$ cat config.mk
export PLATFORM = sky130hd
export DESIGN_NAME = dump_sequencer
export DESIGN_NICKNAME = d
export VERILOG_FILES = /design/src/rtl/debug_pkg.sv /design/src/rtl/dump_sequencer_word_serializer.sv /design/src/rtl/dump_sequencer.sv
export SDC_FILE = /design/constraint.sdc
export NUM_CORES = 1
export LEC_CHECK = 0
export CAP_MARGIN = 20
export CELL_PAD_IN_SITES_DETAIL_PLACEMENT = 1
export CELL_PAD_IN_SITES_GLOBAL_PLACEMENT = 2
export CORE_MARGIN = 4
export CORE_UTILIZATION = 28
export CTS_CLUSTER_DIAMETER = 100
export DETAILED_ROUTE_END_ITERATION = 10
export GPL_ROUTABILITY_DRIVEN = 0
export HOLD_SLACK_MARGIN = 0.08
export PLACE_DENSITY = 0.8
export SYNTH_ARGS = -nofsm -noshare
export SYNTH_HDL_FRONTEND = slang
export SYNTH_SLANG_ARGS = --single-unit
$ cat constraint.sdc
create_clock -name clk -period 1.83 [get_ports clk]
set_input_delay 0.366 -clock clk [delete_from_list [all_inputs] [get_ports clk]]
set_output_delay 0.366 -clock clk [all_outputs]
set_load 0.005 [all_outputs]
$ cat src/rtl/debug_pkg.sv
// Shared debug-unit definitions: dump sequencer state encoding and the
// default readback layout (32 GPRs, PC, 7 pipeline latch words).
package debug_pkg;

  typedef enum logic [2:0] {
    ST_IDLE   = 3'd0,
    ST_FETCH  = 3'd1,
    ST_LOAD   = 3'd2,
    ST_SEND   = 3'd3,
    ST_WAIT   = 3'd4,
    ST_CKSUM  = 3'd5,
    ST_FINISH = 3'd6
  } dump_state_t;

  localparam int unsigned BYTES_PER_WORD = 4;

  localparam int unsigned N_GPR_WORDS   = 32;
  localparam int unsigned N_PC_WORDS    = 1;
  localparam int unsigned N_LATCH_WORDS = 7;
  localparam int unsigned N_DUMP_WORDS  = N_GPR_WORDS + N_PC_WORDS + N_LATCH_WORDS;

endpackage

$ cat src/rtl/dump_sequencer_word_serializer.sv
// Loadable word shift register with a byte counter; emits bytes MSB first.
// cur_byte is the byte that becomes current at the coming clock edge, so the
// sequencer can register it into tx_data in the same cycle it loads/shifts.
module word_serializer
  import debug_pkg::*;
#(
  parameter int unsigned NB_DATA = 32
) (
  input  logic               clk,
  input  logic               reset,
  input  logic               load,
  input  logic               shift,
  input  logic [NB_DATA-1:0] din,
  output logic [7:0]         cur_byte,
  output logic               last_byte
);

  logic [NB_DATA-1:0] shift_q;
  logic [1:0]         byte_cnt;

  // Load a fresh word or advance by one byte.
  always_ff @(posedge clk or posedge reset) begin
    if (reset) begin
      shift_q  <= '0;
      byte_cnt <= '0;
    end else if (load) begin
      shift_q  <= din;
      byte_cnt <= '0;
    end else if (shift) begin
      shift_q  <= {shift_q[NB_DATA-9:0], 8'h00};
      byte_cnt <= byte_cnt + 2'd1;
    end
  end

  // Look-ahead byte selection matching the pending load/shift.
  always_comb begin
    cur_byte = shift_q[NB_DATA-1 -: 8];
    if (load)
      cur_byte = din[NB_DATA-1 -: 8];
    else if (shift)
      cur_byte = shift_q[NB_DATA-9 -: 8];
  end

  assign last_byte = (byte_cnt == 2'(BYTES_PER_WORD - 1));

endmodule

$ cat src/rtl/dump_sequencer.sv
// Debug dump sequencer: walks N_WORDS readback words and streams each one
// big-endian, byte by byte, through the UART tx_start/tx_done_tick handshake.
// Optional feature macro: DUMP_CHECKSUM_EN appends an 8-bit XOR of all bytes.
module dump_sequencer
  import debug_pkg::*;
#(
  parameter int unsigned NB_DATA = 32,
  parameter int unsigned NB_ADDR = 6,
  parameter int unsigned N_WORDS = N_DUMP_WORDS
) (
  input  logic               clk,
  input  logic               reset,
  input  logic               start,
  output logic [NB_ADDR-1:0] rd_addr,
  input  logic [NB_DATA-1:0] rd_data,
  output logic               tx_start,
  output logic [7:0]         tx_data,
  input  logic               tx_done_tick,
  output logic               busy,
  output logic               done
);

  localparam logic [NB_ADDR-1:0] LAST_WORD = NB_ADDR'(N_WORDS - 1);

  dump_state_t        state;
  logic [NB_ADDR-1:0] word_idx;
  logic               ser_load;
  logic               ser_shift;
  logic [7:0]         ser_byte;
  logic               ser_last;

`ifdef DUMP_CHECKSUM_EN
  logic [7:0]         csum;
  logic               csum_sent;
`endif

  // word_idx is a register, so the readback address stays a registered output.
  assign rd_addr   = word_idx;
  assign ser_load  = (state == ST_LOAD);
  assign ser_shift = (state == ST_WAIT) && tx_done_tick && !ser_last;

  word_serializer #(
    .NB_DATA (NB_DATA)
  ) u_ser (
    .clk       (clk),
    .reset     (reset),
    .load      (ser_load),
    .shift     (ser_shift),
    .din       (rd_data),
    .cur_byte  (ser_byte),
    .last_byte (ser_last)
  );

  // Dump FSM with registered handshake outputs.
  always_ff @(posedge clk or posedge reset) begin
    if (reset) begin
      state     <= ST_IDLE;
      word_idx  <= '0;
      tx_start  <= 1'b0;
      tx_data   <= '0;
      busy      <= 1'b0;
      done      <= 1'b0;
`ifdef DUMP_CHECKSUM_EN
      csum      <= '0;
      csum_sent <= 1'b0;
`endif
    end else begin
      tx_start <= 1'b0;
      done     <= 1'b0;
      case (state)
        ST_IDLE: begin
          if (start) begin
            state    <= ST_FETCH;
            busy     <= 1'b1;
            word_idx <= '0;
`ifdef DUMP_CHECKSUM_EN
            csum      <= '0;
            csum_sent <= 1'b0;
`endif
          end
        end
        ST_FETCH: state <= ST_LOAD;
        ST_LOAD: begin
          state    <= ST_SEND;
          tx_start <= 1'b1;
          tx_data  <= ser_byte;
`ifdef DUMP_CHECKSUM_EN
          csum <= csum ^ ser_byte;
`endif
        end
        ST_SEND: state <= ST_WAIT;
        ST_WAIT: begin
          if (tx_done_tick) begin
`ifdef DUMP_CHECKSUM_EN
            if (csum_sent) begin
              state <= ST_FINISH;
              busy  <= 1'b0;
              done  <= 1'b1;
            end else
`endif
            if (!ser_last) begin
              state    <= ST_SEND;
              tx_start <= 1'b1;
              tx_data  <= ser_byte;
`ifdef DUMP_CHECKSUM_EN
              csum <= csum ^ ser_byte;
`endif
            end else if (word_idx != LAST_WORD) begin
              word_idx <= word_idx + 1'b1;
              state    <= ST_FETCH;
            end else begin
`ifdef DUMP_CHECKSUM_EN
              state     <= ST_CKSUM;
              tx_start  <= 1'b1;
              tx_data   <= csum;
              csum_sent <= 1'b1;
`else
              state <= ST_FINISH;
              busy  <= 1'b0;
              done  <= 1'b1;
`endif
            end
          end
        end
`ifdef DUMP_CHECKSUM_EN
        ST_CKSUM: state <= ST_WAIT;
`endif
        ST_FINISH: state <= ST_IDLE;
        default:   state <= ST_IDLE;
      endcase
    end
  end

endmodule

==> out/qor.txt, run 1 <==
outcome: finished, final reports clean
Final min period: 1.68 ns
most common cell after layout, fill and taps aside: sky130_fd_sc_hd__nand2_1
post-synthesis adder-cell area fraction: 1.18%
Post-Syn Nets: 281
TNS Setup: 0 ns
area occupied by registers: 0.00115 sq mm
number of antenna violations at the first check in global routing: 0
post-CTS repair timing setup buffer count: 0
clock insertion delay at the later pin of the skew report: 0.29 ns
Placed Cells incl. Taps: 390
setup slack of the critical path after layout: 0.154 ns
worst hold margin: 0.421 ns
clock tree from TritonCTS: yes
num ports: 53
wire length of the first global-routing pass: 9230 microns
post-synthesis register bit count: 46
Routed WL per cell: 14.0 microns
post-synthesis mux area share: 0%
Die Footprint: 0.00902 sq mm
total number of yosys warnings: 0
number of nets with antenna violations after detailed routing: 0
Overall Global Routing Usage: 13.0%
H-Tree Level Count: 2
CP Launch Type: flip-flop
register share of total power: 42.5%
post-layout instance count excluding filler cells: 398
clock transition at the registers of the reported paths: 0.08 ns
layout overhead on the synthesized area: 37.1%
initial detailed-routing violation count: 109
arrival time of data at the critical path endpoint: 1.84 ns
maximum clock insertion buffer count: 2
Total Nets Final: 336
power dissipated by switching net loads: 1370 uW
worst-case setup slack after placement: 0.0411 ns
overall die height: 95.0 microns
share of the synthesized area in the top cell type: 54.4%
area of combinational cells with multiple inputs: 878 sq um
maximum clock rate: 0.597 GHz
largest net degree at the start of global routing: 50
count of cell types in the netlist: 29
starting density of the core: 29.0%
internal cell power: 2560 uW
area of the placeable core: 0.00729 sq mm
transition at the pin with the smallest max-transition slack: 0.461 ns
quantity of I/O buffers inserted on ports: 52
Lkg Pwr: 0.00127 uW
Seq/Total Area, Yosys: 54.4%
period utilization: 91.6%
filler cell count in the final layout: 893
vias in the first global route: 1928
main combinational cell family by area after synthesis: simple AND/OR/NAND/NOR gates
cells taking the most area after synthesis: sky130_fd_sc_hd__dfrtp_1 54%, sky130_fd_sc_hd__nand2_1 11%, sky130_fd_sc_hd__a21oi_1 5.2%, sky130_fd_sc_hd__nor2_1 5.1%, sky130_fd_sc_hd__a31oi_1 5.0%
relative max-transition margin: 69.2%
via count of the routed design: 1850
XOR/XNOR share of the synthesized area: 0.414%
critical path data required time: 1.99 ns
HPWL Detailed: 3880 microns
summed instance area of the synthesized netlist: 0.00212 sq mm
total clock buffers created by CTS: 5
sum of overflow across all layers after global routing: 0
most frequent cells in the layout: 64 x sky130_fd_sc_hd__nand2_1, 52 x sky130_fd_sc_hd__clkdlybuf4s50_1, 46 x sky130_fd_sc_hd__dfrtp_1
type of the setup path with the least slack: flip-flop to flip-flop
fraction of power spent switching nets: 34.9%
final number of hold-violating endpoints: 0
end-of-flow core utilization: 39.8%
Combinational Power Share: 38.6%
setup repair after global routing missed its margin: false
Horiz. Die Dim: 95.0 microns
Peak supply drop: 0.372 mV
count of max-cap constraint violations: 0
router iterations before antenna repair: 4
final setup violation count: 0
CTS Sinks: 46
crit end category: flip-flop
vias per cell: 4.65
Clock power frac: 18.9%
cell accounting for the most synthesized area: sky130_fd_sc_hd__dfrtp_1
drc violations: 0
total power per unit cell area: 1350 mW/mm^2
standard-cell row count: 31
Post-Syn Instances: 243
worst min path class: primary input to asynchronous set/reset pin
highest net fanout along the worst path: 5
share of synthesized cell area in and, or, nand and nor gates: 25.1%
Root Driver: sky130_fd_sc_hd__clkbuf_8
Inserted Diodes: 0
ratio of cells with drive above 1 in the final layout: 8.03%
synthesized area per cell: 8.71 sq um
synthesized-area fraction occupied by ao, oa, aoi and oai cells: 14.7%
sum of routed wire length over all layers: 5550 microns
max-slew violation count: 0
clock skew after layout: 0.00420 ns
==> path summary, 6_finish.rpt <==
path                       cells past startpoint                           end                         start  slack [ns]
max in group asynchronous                      3            tx_start$_DFF_PP0_                         reset        1.18
hold reg to reg                                2  u_ser.shift_q[5]$_DFFE_PP0P_  u_ser.shift_q[5]$_DFFE_PP0P_        0.50
hold / removal                                 3                done$_DFF_PP0_                         reset        0.42
setup / recovery                               4          state[0]$_DFFE_PP0P_        rd_addr[5]$_DFFE_PP0P_        0.15
setup reg to reg                               4          state[0]$_DFFE_PP0P_        rd_addr[5]$_DFFE_PP0P_        0.15
min in group clk                               2  u_ser.shift_q[5]$_DFFE_PP0P_  u_ser.shift_q[5]$_DFFE_PP0P_        0.50
==> sequential cells by signal, indices dropped and copies added, names as in the netlist <==
signal / cells
busy: 1
u_ser.byte_cnt: 2
u_ser.shift_q: 24
state: 3
tx_start: 1
done: 1
tx_data: 8
rd_addr: 6
==> cells by family after synthesis <==
| kind of cell | Yosys count |
|---|---|
| AO/OA/AOI/OAI | 54 |
| XOR/XNOR | 1 |
| adder cells (fa/ha/maj) | 2 |
| buffers and inverters | 18 |
| flip-flops | 46 |
| AND/OR/NAND/NOR | 122 |
==> metrics by stage <==
stage / instance area (sq um) / total power [uW]
2_1_floorplan: 2120 / 2650
3_3_place_gp: 2790 / 3180
3_5_place_dp: 2790 / 3250
4_1_cts: 2900 / 4010
5_1_grt: 2900 / 4290
6_report: 2900 / 3930
==> metal layers <==
| layer | GRT usage (%) | wire [microns] |
|---|---|---|
| met1 | 17.9 | 2670 |
| met2 | 21.2 | 2700 |
| met3 | 2.47 | 114 |
| met4 | 3.37 | 61 |
| met5 | 0 | 0 |
==> worst max-delay path, stage by stage, from the launching register on <==
cell and delay (ns):
sky130_fd_sc_hd__dfrtp_1 0.43, sky130_fd_sc_hd__or3b_1 0.42, sky130_fd_sc_hd__or2_2 0.35, sky130_fd_sc_hd__o21ai_1 0.23
sky130_fd_sc_hd__o32ai_1 0.13
==> Yosys cell counts <==
master,n
sky130_fd_sc_hd__nand2_1,64
sky130_fd_sc_hd__dfrtp_1,46
sky130_fd_sc_hd__nor2_1,29
sky130_fd_sc_hd__a21oi_1,22
sky130_fd_sc_hd__a31oi_1,17
sky130_fd_sc_hd__nand3_1,14
sky130_fd_sc_hd__clkbuf_1,9
sky130_fd_sc_hd__o21ai_0,9
sky130_fd_sc_hd__and3_1,3
sky130_fd_sc_hd__buf_2,3
sky130_fd_sc_hd__inv_1,3
sky130_fd_sc_hd__a211o_1,2
sky130_fd_sc_hd__buf_6,2
sky130_fd_sc_hd__ha_1,2
sky130_fd_sc_hd__nand2b_1,2
sky130_fd_sc_hd__nor2b_1,2
sky130_fd_sc_hd__or2_2,2
sky130_fd_sc_hd__a22o_1,1
sky130_fd_sc_hd__and2_1,1
sky130_fd_sc_hd__buf_4,1
sky130_fd_sc_hd__nor3b_4,1
sky130_fd_sc_hd__nor4_1,1
sky130_fd_sc_hd__o211ai_1,1
sky130_fd_sc_hd__o31ai_1,1
sky130_fd_sc_hd__o32ai_1,1
sky130_fd_sc_hd__or3_1,1
sky130_fd_sc_hd__or3b_1,1
sky130_fd_sc_hd__or3b_2,1
sky130_fd_sc_hd__xnor2_1,1
==> power by group through the flow <==
stage	registers [uW]	logic, uW	clock network (uW)
6_report	1670	1520	743
5_1_grt	1730	1740	819
4_1_cts	1680	1560	772
3_5_place_dp	1700	1550	0
3_3_place_gp	1680	1500	0
2_1_floorplan	1640	1010	0
==> layout make-up <==
class	instances	share of cell area [%]
flip-flops and latches	46	39.7
multi-input cells	179	30.3
repair buffers	63	21.6
well taps	99	4.27
clock buffers	6	2.50
clock inverters	2	1.29
inverters	3	0.388
==> repair_timing <==
item | 4_1_cts | 5_1_grt
hold buffers | 0 | 0
resized for setup | 0 | 1
setup endpoints to repair | 0 | 1
Note: power is estimated with default switching activity, not from simulation.
==> run 2, diff against run 1 <==
--- a/config.mk
+++ b/config.mk
@@ -15,6 +15,7 @@
 export GPL_ROUTABILITY_DRIVEN = 0
 export HOLD_SLACK_MARGIN = 0.08
 export PLACE_DENSITY = 0.8
+export SETUP_SLACK_MARGIN = 0.1
 export SYNTH_ARGS = -nofsm -noshare
 export SYNTH_HDL_FRONTEND = slang
 export SYNTH_SLANG_ARGS = --single-unit
==> constraint.sdc (replaced) <==
create_clock -name clk -period 1.8 [get_ports clk]
set_input_delay 0.36 -clock clk [delete_from_list [all_inputs] [get_ports clk]]
set_output_delay 0.36 -clock clk [all_outputs]
set_load 0.005 [all_outputs]
==> out/qor.txt, run 2 (synthesized netlist as in run 1, its figures left out) <==
maximum clock insertion buffer count: 2 (unchanged)
post-cts hold buffer count: 0 (unchanged)
clock transition at the registers of the reported paths: 0.09 ns (was 0.08 ns)
type of the setup path with the least slack: flip-flop to output pin (was flip-flop to flip-flop)
CP Launch Type: flip-flop (unchanged)
Finished Cell Area: 0.00293 sq mm (was 0.00290 sq mm)
highest-delay cell along the critical path: sky130_fd_sc_hd__clkdlybuf4s50_1 (was sky130_fd_sc_hd__dfrtp_1)
arrival time of data at the critical path endpoint: 1.27 ns (was 1.84 ns)
num ports: 53 (unchanged)
overall die height: 95.0 microns (unchanged)
clock tree from TritonCTS: yes (unchanged)
total clock buffers created by CTS: 5 (unchanged)
crit end category: output pin (was flip-flop)
max-slew violation count: 0 (unchanged)
Root Driver: sky130_fd_sc_hd__clkbuf_8 (unchanged)
layout overhead on the synthesized area: 38.4% (was 37.1%)
Lkg Pwr: 0.00131 uW (was 0.00127 uW)
drc violations: 0 (unchanged)
clock insertion delay at the later pin of the skew report: 0.30 ns (was 0.29 ns)
router iterations before antenna repair: 4 (unchanged)
Horiz. Die Dim: 95.0 microns (unchanged)
vias in the first global route: 1898 (was 1928)
cell family with most CP delay: buffers and inverters (was simple AND/OR/NAND/NOR gates)
post-layout instance count excluding filler cells: 399 (was 398)
sum of overflow across all layers after global routing: 0 (unchanged)
Die Footprint: 0.00902 sq mm (unchanged)
total power per unit cell area: 1360 mW/mm^2 (was 1350 mW/mm^2)
initial detailed-routing violation count: 93 (was 109)
ordered list of cells on the worst path: buf_6 > clkdlybuf4s50_1 (was or3b_1 > or2_2 > o21ai_1 > o32ai_1)
Routed WL per cell: 14.1 microns (was 14.0 microns)
final setup violation count: 0 (unchanged)
highest net fanout along the worst path: 4 (was 5)
worst-case setup slack after placement: 0.0537 ns (was 0.0411 ns)
maximum clock rate: 0.613 GHz
count of max-cap constraint violations: 0 (unchanged)
filler cell count in the final layout: 888 (was 893)
transition at the pin with the smallest max-transition slack: 0.301 ns (was 0.461 ns)
Biggest register: u_ser.shift_q (unchanged)
Placed Cells incl. Taps: 389 (was 390)
setup slack of the critical path after layout: 0.168 ns (was 0.154 ns)
H-Tree Level Count: 2 (unchanged)
sum of routed wire length over all layers: 5610 microns (was 5550 microns)
largest net degree at the start of global routing: 50 (unchanged)
clock skew after layout: 0.00965 ns (was 0.00420 ns)
area of the placeable core: 0.00729 sq mm (unchanged)
setup repair after global routing missed its margin: true (was false)
HPWL Detailed: 3830 microns (was 3880 microns)
Largest stage delay, worst path: 0.49 ns (was 0.43 ns)
relative max-transition margin: 79.9% (was 69.2%)
most common cell after layout, fill and taps aside: sky130_fd_sc_hd__nand2_1 (unchanged)
outcome: finished, final reports clean (unchanged)
wire length of the first global-routing pass: 9340 microns (was 9230 microns)
ratio of cells with drive above 1 in the final layout: 8.67% (was 8.03%)
Peak supply drop: 0.517 mV (was 0.372 mV)
Overall Global Routing Usage: 13.2% (was 13.0%)
via count of the routed design: 1856 (was 1850)
CTS Sinks: 46 (unchanged)
number of flip-flops in the largest register: 24 (unchanged)
most frequent cells in the layout: 64 x sky130_fd_sc_hd__nand2_1, 51 x sky130_fd_sc_hd__clkdlybuf4s50_1, 46 x sky130_fd_sc_hd__dfrtp_1 (was 64 x sky130_fd_sc_hd__nand2_1, 52 x sky130_fd_sc_hd__clkdlybuf4s50_1, 46 x sky130_fd_sc_hd__dfrtp_1)
power after layout: 3970 uW (was 3930 uW)
worst setup path startpoint: rd_addr[4]$_DFFE_PP0P_ (was rd_addr[5]$_DFFE_PP0P_)
vias per cell: 4.65 (about the same)
number of nets with antenna violations after detailed routing: 0 (unchanged)
Total Nets Final: 337 (was 336)
critical path data required time: 1.44 ns (was 1.99 ns)
period utilization: 90.7%
final number of hold-violating endpoints: 0 (unchanged)
standard-cell row count: 31 (unchanged)
TNS Setup: 0 ns (unchanged)
number of antenna violations at the first check in global routing: 0 (unchanged)
Final min period: 1.63 ns
Bufs and invs on worst path: 2 (was 0)
standard cell area after detailed placement: 0.00281 sq mm (was 0.00279 sq mm)
Inserted Diodes: 0 (unchanged)
worst min path class: primary input to asynchronous set/reset pin (unchanged)
starting density of the core: 29.0% (unchanged)
quantity of I/O buffers inserted on ports: 52 (unchanged)
Worst R2R Start: rd_addr[5]$_DFFE_PP0P_ (unchanged)
run 2: changes by cell type in the layout (fill, tap and decap cells not counted), sizes merged:
cell / before / now
bufinv: 1 / 0
inv: 3 / 4
clkdlybuf4s50: 52 / 51
buf: 11 / 12
clkinvlp: 1 / 0
clkbuf: 6 / 7
dlymetal6s2s: 0 / 1
run 2: repair_timing:
action,CTS,global route
setup endpoints to repair,0,11
gates resized for setup,0,4
setup buffers,0,2
run 2: final cells by class:
type / instances / area [sq um] / area share [%]
clock inverter: 1 / 8.76 / 0.299
sequential: 46 / 1150 / 39.3
multi-input combinational: 179 / 882 / 30.1
inverter: 3 / 11.3 / 0.384
tap: 99 / 124 / 4.23
clock buffer: 7 / 86.3 / 2.95
timing repair buffer: 64 / 667 / 22.8
run 2: power by group:
group	switching [uW]	total (uW)	internal, uW	leakage (uW)
combinational	801	1580	776	0.000709
clock	354	671	318	0.0000489
sequential	269	1720	1450	0.000552
total	1420	3970	2550	0.00131
run 2: per-layer routing:
layer	track usage, %	vias up	wire, microns
met3	2.55	4	186
li1	-	931	-
met5	0	-	0
met1	17.9	892	2660
met4	3.61	0	58
met2	21.4	29	2710
run 2: final timing paths:
kind | end | slack (ns) | cells past startpoint
max | rd_addr[4] | 0.17 | 2
min | state[2]$_DFFE_PP0P_ | 0.41 | 3
max reg2reg | state[0]$_DFFE_PP0P_ | 0.23 | 4
min reg2reg | u_ser.shift_q[3]$_DFFE_PP0P_ | 0.51 | 2
max in group asynchronous | u_ser.byte_cnt[0]$_DFFE_PP0P_ | 1.17 | 3
min in group clk | u_ser.shift_q[3]$_DFFE_PP0P_ | 0.51 | 2
run 2: worst register-to-register path, stage by stage, from the launching register on:
cell	delay [ns]
sky130_fd_sc_hd__dfrtp_1	0.42
sky130_fd_sc_hd__or3b_1	0.42
sky130_fd_sc_hd__or2_2	0.36
sky130_fd_sc_hd__o21ai_2	0.16
sky130_fd_sc_hd__o32ai_1	0.10
run 2: per-stage QoR:
stage          utilization, %  hold slack (ns)
6_report                 40.2            0.410
2_1_floorplan               -            0.465
3_5_place_dp             38.5            0.486
3_3_place_gp             38.5            0.482
5_1_grt                  40.2            0.439
4_1_cts                  39.8            0.423
==> run 3, diff against run 2 <==
--- a/config.mk
+++ b/config.mk
@@ -14,8 +14,8 @@
 export DETAILED_ROUTE_END_ITERATION = 10
 export GPL_ROUTABILITY_DRIVEN = 0
 export HOLD_SLACK_MARGIN = 0.08
-export PLACE_DENSITY = 0.8
-export SETUP_SLACK_MARGIN = 0.1
+export PLACE_DENSITY_LB_ADDON = 0.1
+export SETUP_SLACK_MARGIN = 0.5
 export SYNTH_ARGS = -nofsm -noshare
 export SYNTH_HDL_FRONTEND = slang
 export SYNTH_SLANG_ARGS = --single-unit
==> out/qor.txt, run 3 (synthesized netlist as in run 1, its figures left out) <==
transition at the pin with the smallest max-transition slack: 0.264 ns (was 0.301 ns)
total clock buffers created by CTS: 5 (unchanged)
drc violations: 0 (unchanged)
worst min path class: primary input to asynchronous set/reset pin (unchanged)
final number of hold-violating endpoints: 0 (unchanged)
vias in the first global route: 2011 (was 1898)
maximum clock insertion buffer count: 2 (unchanged)
total power per unit cell area: 1310 mW/mm^2 (was 1360 mW/mm^2)
setup slack of the worst register-to-register path: 0.30 ns (was 0.23 ns)
highest-delay cell along the critical path: sky130_fd_sc_hd__dfrtp_2 (was sky130_fd_sc_hd__clkdlybuf4s50_1)
Biggest register: u_ser.shift_q (unchanged)
TNS Setup: 0 ns (unchanged)
setup repair after global routing missed its margin: true (unchanged)
standard-cell row count: 31 (unchanged)
clock skew after layout: 0.0102 ns (was 0.00965 ns)
Finished Cell Area: 0.00331 sq mm (was 0.00293 sq mm)
sum of routed wire length over all layers: 6300 microns (was 5610 microns)
most frequent cells in the layout: 63 x sky130_fd_sc_hd__nand2_1, 42 x sky130_fd_sc_hd__dfrtp_1, 34 x sky130_fd_sc_hd__clkdlybuf4s50_1 (was 64 x sky130_fd_sc_hd__nand2_1, 51 x sky130_fd_sc_hd__clkdlybuf4s50_1, 46 x sky130_fd_sc_hd__dfrtp_1)
CP Launch Type: flip-flop (unchanged)
maximum clock rate: 0.668 GHz (was 0.613 GHz)
Peak supply drop: 0.386 mV (was 0.517 mV)
overall die height: 95.0 microns (unchanged)
relative max-transition margin: 82.4% (was 79.9%)
post-cts hold buffer count: 0 (unchanged)
vias per cell: 4.63 (was 4.65)
Placed Cells incl. Taps: 389 (unchanged)
cell family with most CP delay: simple AND/OR/NAND/NOR gates (was buffers and inverters)
num ports: 53 (unchanged)
largest net degree at the start of global routing: 50 (unchanged)
type of the setup path with the least slack: flip-flop to flip-flop (was flip-flop to output pin)
quantity of I/O buffers inserted on ports: 52 (unchanged)
standard cell area after detailed placement: 0.00285 sq mm (was 0.00281 sq mm)
Lkg Pwr: 0.00146 uW (was 0.00131 uW)
number of nets with antenna violations after detailed routing: 0 (unchanged)
Final min period: 1.50 ns (was 1.63 ns)
Routed WL per cell: 14.8 microns (was 14.1 microns)
clock transition at the registers of the reported paths: 0.10 ns (was 0.09 ns)
number of flip-flops in the largest register: 24 (unchanged)
Total Nets Final: 364 (was 337)
via count of the routed design: 1972 (was 1856)
Overall Global Routing Usage: 14.4% (was 13.2%)
critical path data required time: 2.03 ns (was 1.44 ns)
most common cell after layout, fill and taps aside: sky130_fd_sc_hd__nand2_1 (unchanged)
ordered list of cells on the worst path: or3b_4 > or2_4 > o21ai_2 > a22o_1 (was buf_6 > clkdlybuf4s50_1)
sum of overflow across all layers after global routing: 0 (unchanged)
starting density of the core: 29.0% (unchanged)
R2R cell count: 4 (unchanged)
max-slew violation count: 0 (unchanged)
outcome: finished, final reports clean (unchanged)
Largest stage delay, worst path: 0.43 ns (was 0.49 ns)
Die Footprint: 0.00902 sq mm (unchanged)
CTS Sinks: 46 (unchanged)
wire length of the first global-routing pass: 10100 microns (was 9340 microns)
count of max-cap constraint violations: 0 (unchanged)
Horiz. Die Dim: 95.0 microns (unchanged)
highest net fanout along the worst path: 5 (was 4)
Bufs and invs on worst path: 0 (was 2)
Inserted Diodes: 0 (unchanged)
clock tree from TritonCTS: yes (unchanged)
post-layout instance count excluding filler cells: 426 (was 399)
worst flop-to-flop path endpoint: state[2]$_DFFE_PP0P_ (was state[0]$_DFFE_PP0P_)
clock insertion delay at the later pin of the skew report: 0.30 ns (about the same)
crit end category: flip-flop (was output pin)
ratio of cells with drive above 1 in the final layout: 27.2% (was 8.67%)
H-Tree Level Count: 2 (unchanged)
initial detailed-routing violation count: 50 (was 93)
worst hold margin: 0.457 ns (was 0.410 ns)
HPWL Detailed: 3880 microns (was 3830 microns)
period utilization: 83.1% (was 90.7%)
number of antenna violations at the first check in global routing: 0 (unchanged)
Root Driver: sky130_fd_sc_hd__clkbuf_8 (unchanged)
layout overhead on the synthesized area: 56.6% (was 38.4%)
arrival time of data at the critical path endpoint: 1.73 ns (was 1.27 ns)
router iterations before antenna repair: 4 (unchanged)
area of the placeable core: 0.00729 sq mm (unchanged)
Worst R2R Start: rd_addr[3]$_DFFE_PP0P_ (was rd_addr[5]$_DFFE_PP0P_)
final setup violation count: 0 (unchanged)
==> run 3: metal layers <==
| metal | share of wire, % | vias up | wire, microns | global-route usage (%) |
|---|---|---|---|---|
| li1 | - | 987 | - | - |
| met1 | 47 | 943 | 2990 | 20.0 |
| met2 | 48 | 38 | 3020 | 22.9 |
| met3 | 3.8 | 4 | 242 | 2.87 |
| met4 | 0.73 | 0 | 46 | 3.61 |
| met5 | 0 | - | 0 | 0 |
==> run 3: through the flow <==
stage	util, %	total power (uW)	setup slack (ns)
5_1_grt	45.5	4700	0.254
3_5_place_dp	39.0	3360	0.00637
6_report	45.5	4330	0.304
3_3_place_gp	39.0	3320	0.0502
2_1_floorplan	-	2730	0.318
4_1_cts	44.2	4310	0.350
==> run 3: how the worst max path moves through the flow <==
stage	start	endpoint	slack, ns	cells after the start
detailed placement	tx_done_tick	rd_addr[0]$_DFFE_PP0P_	0.006	5
global route	state[0]$_DFFE_PP0P_	u_ser.shift_q[21]$_DFFE_PP0P_	0.25	6
finish	rd_addr[3]$_DFFE_PP0P_	state[2]$_DFFE_PP0P_	0.30	4
global placement	tx_done_tick	rd_addr[0]$_DFFE_PP0P_	0.05	5
CTS	u_ser.byte_cnt[1]$_DFFE_PP0P_	u_ser.shift_q[22]$_DFFE_PP0P_	0.35	6
floorplan	state[0]$_DFFE_PP0P_	u_ser.shift_q[10]$_DFFE_PP0P_	0.32	7
==> run 3: report_power, final <==
part	switching, uW	internal (uW)
clock network	367	415
logic	931	915
registers	246	1460
total	1540	2790
==> run 3: cell type report <==
class	count	area, sq um
fillers	854	3980
flip-flops and latches	46	1160
inverters	3	15.0
clock inverters	2	37.5
clock buffers	6	72.6
well taps	99	124
multi-input cells	179	1030
repair buffers	91	878
==> run 3: what timing repair did <==
item | 4_1_cts | 5_1_grt
cloned | 0 | 1
setup buffers | 25 | 3
resized for setup | 60 | 25
hold endpoints to repair | 0 | 0
pin swaps | 9 | 5
setup endpoints to repair | 62 | 52
==> run 3: worst register-to-register path, stage by stage, from the launching register on <==
cell,delay (ns)
sky130_fd_sc_hd__dfrtp_2,0.43
sky130_fd_sc_hd__or3b_4,0.43
sky130_fd_sc_hd__or2_4,0.29
sky130_fd_sc_hd__o21ai_2,0.14
sky130_fd_sc_hd__a22o_1,0.14
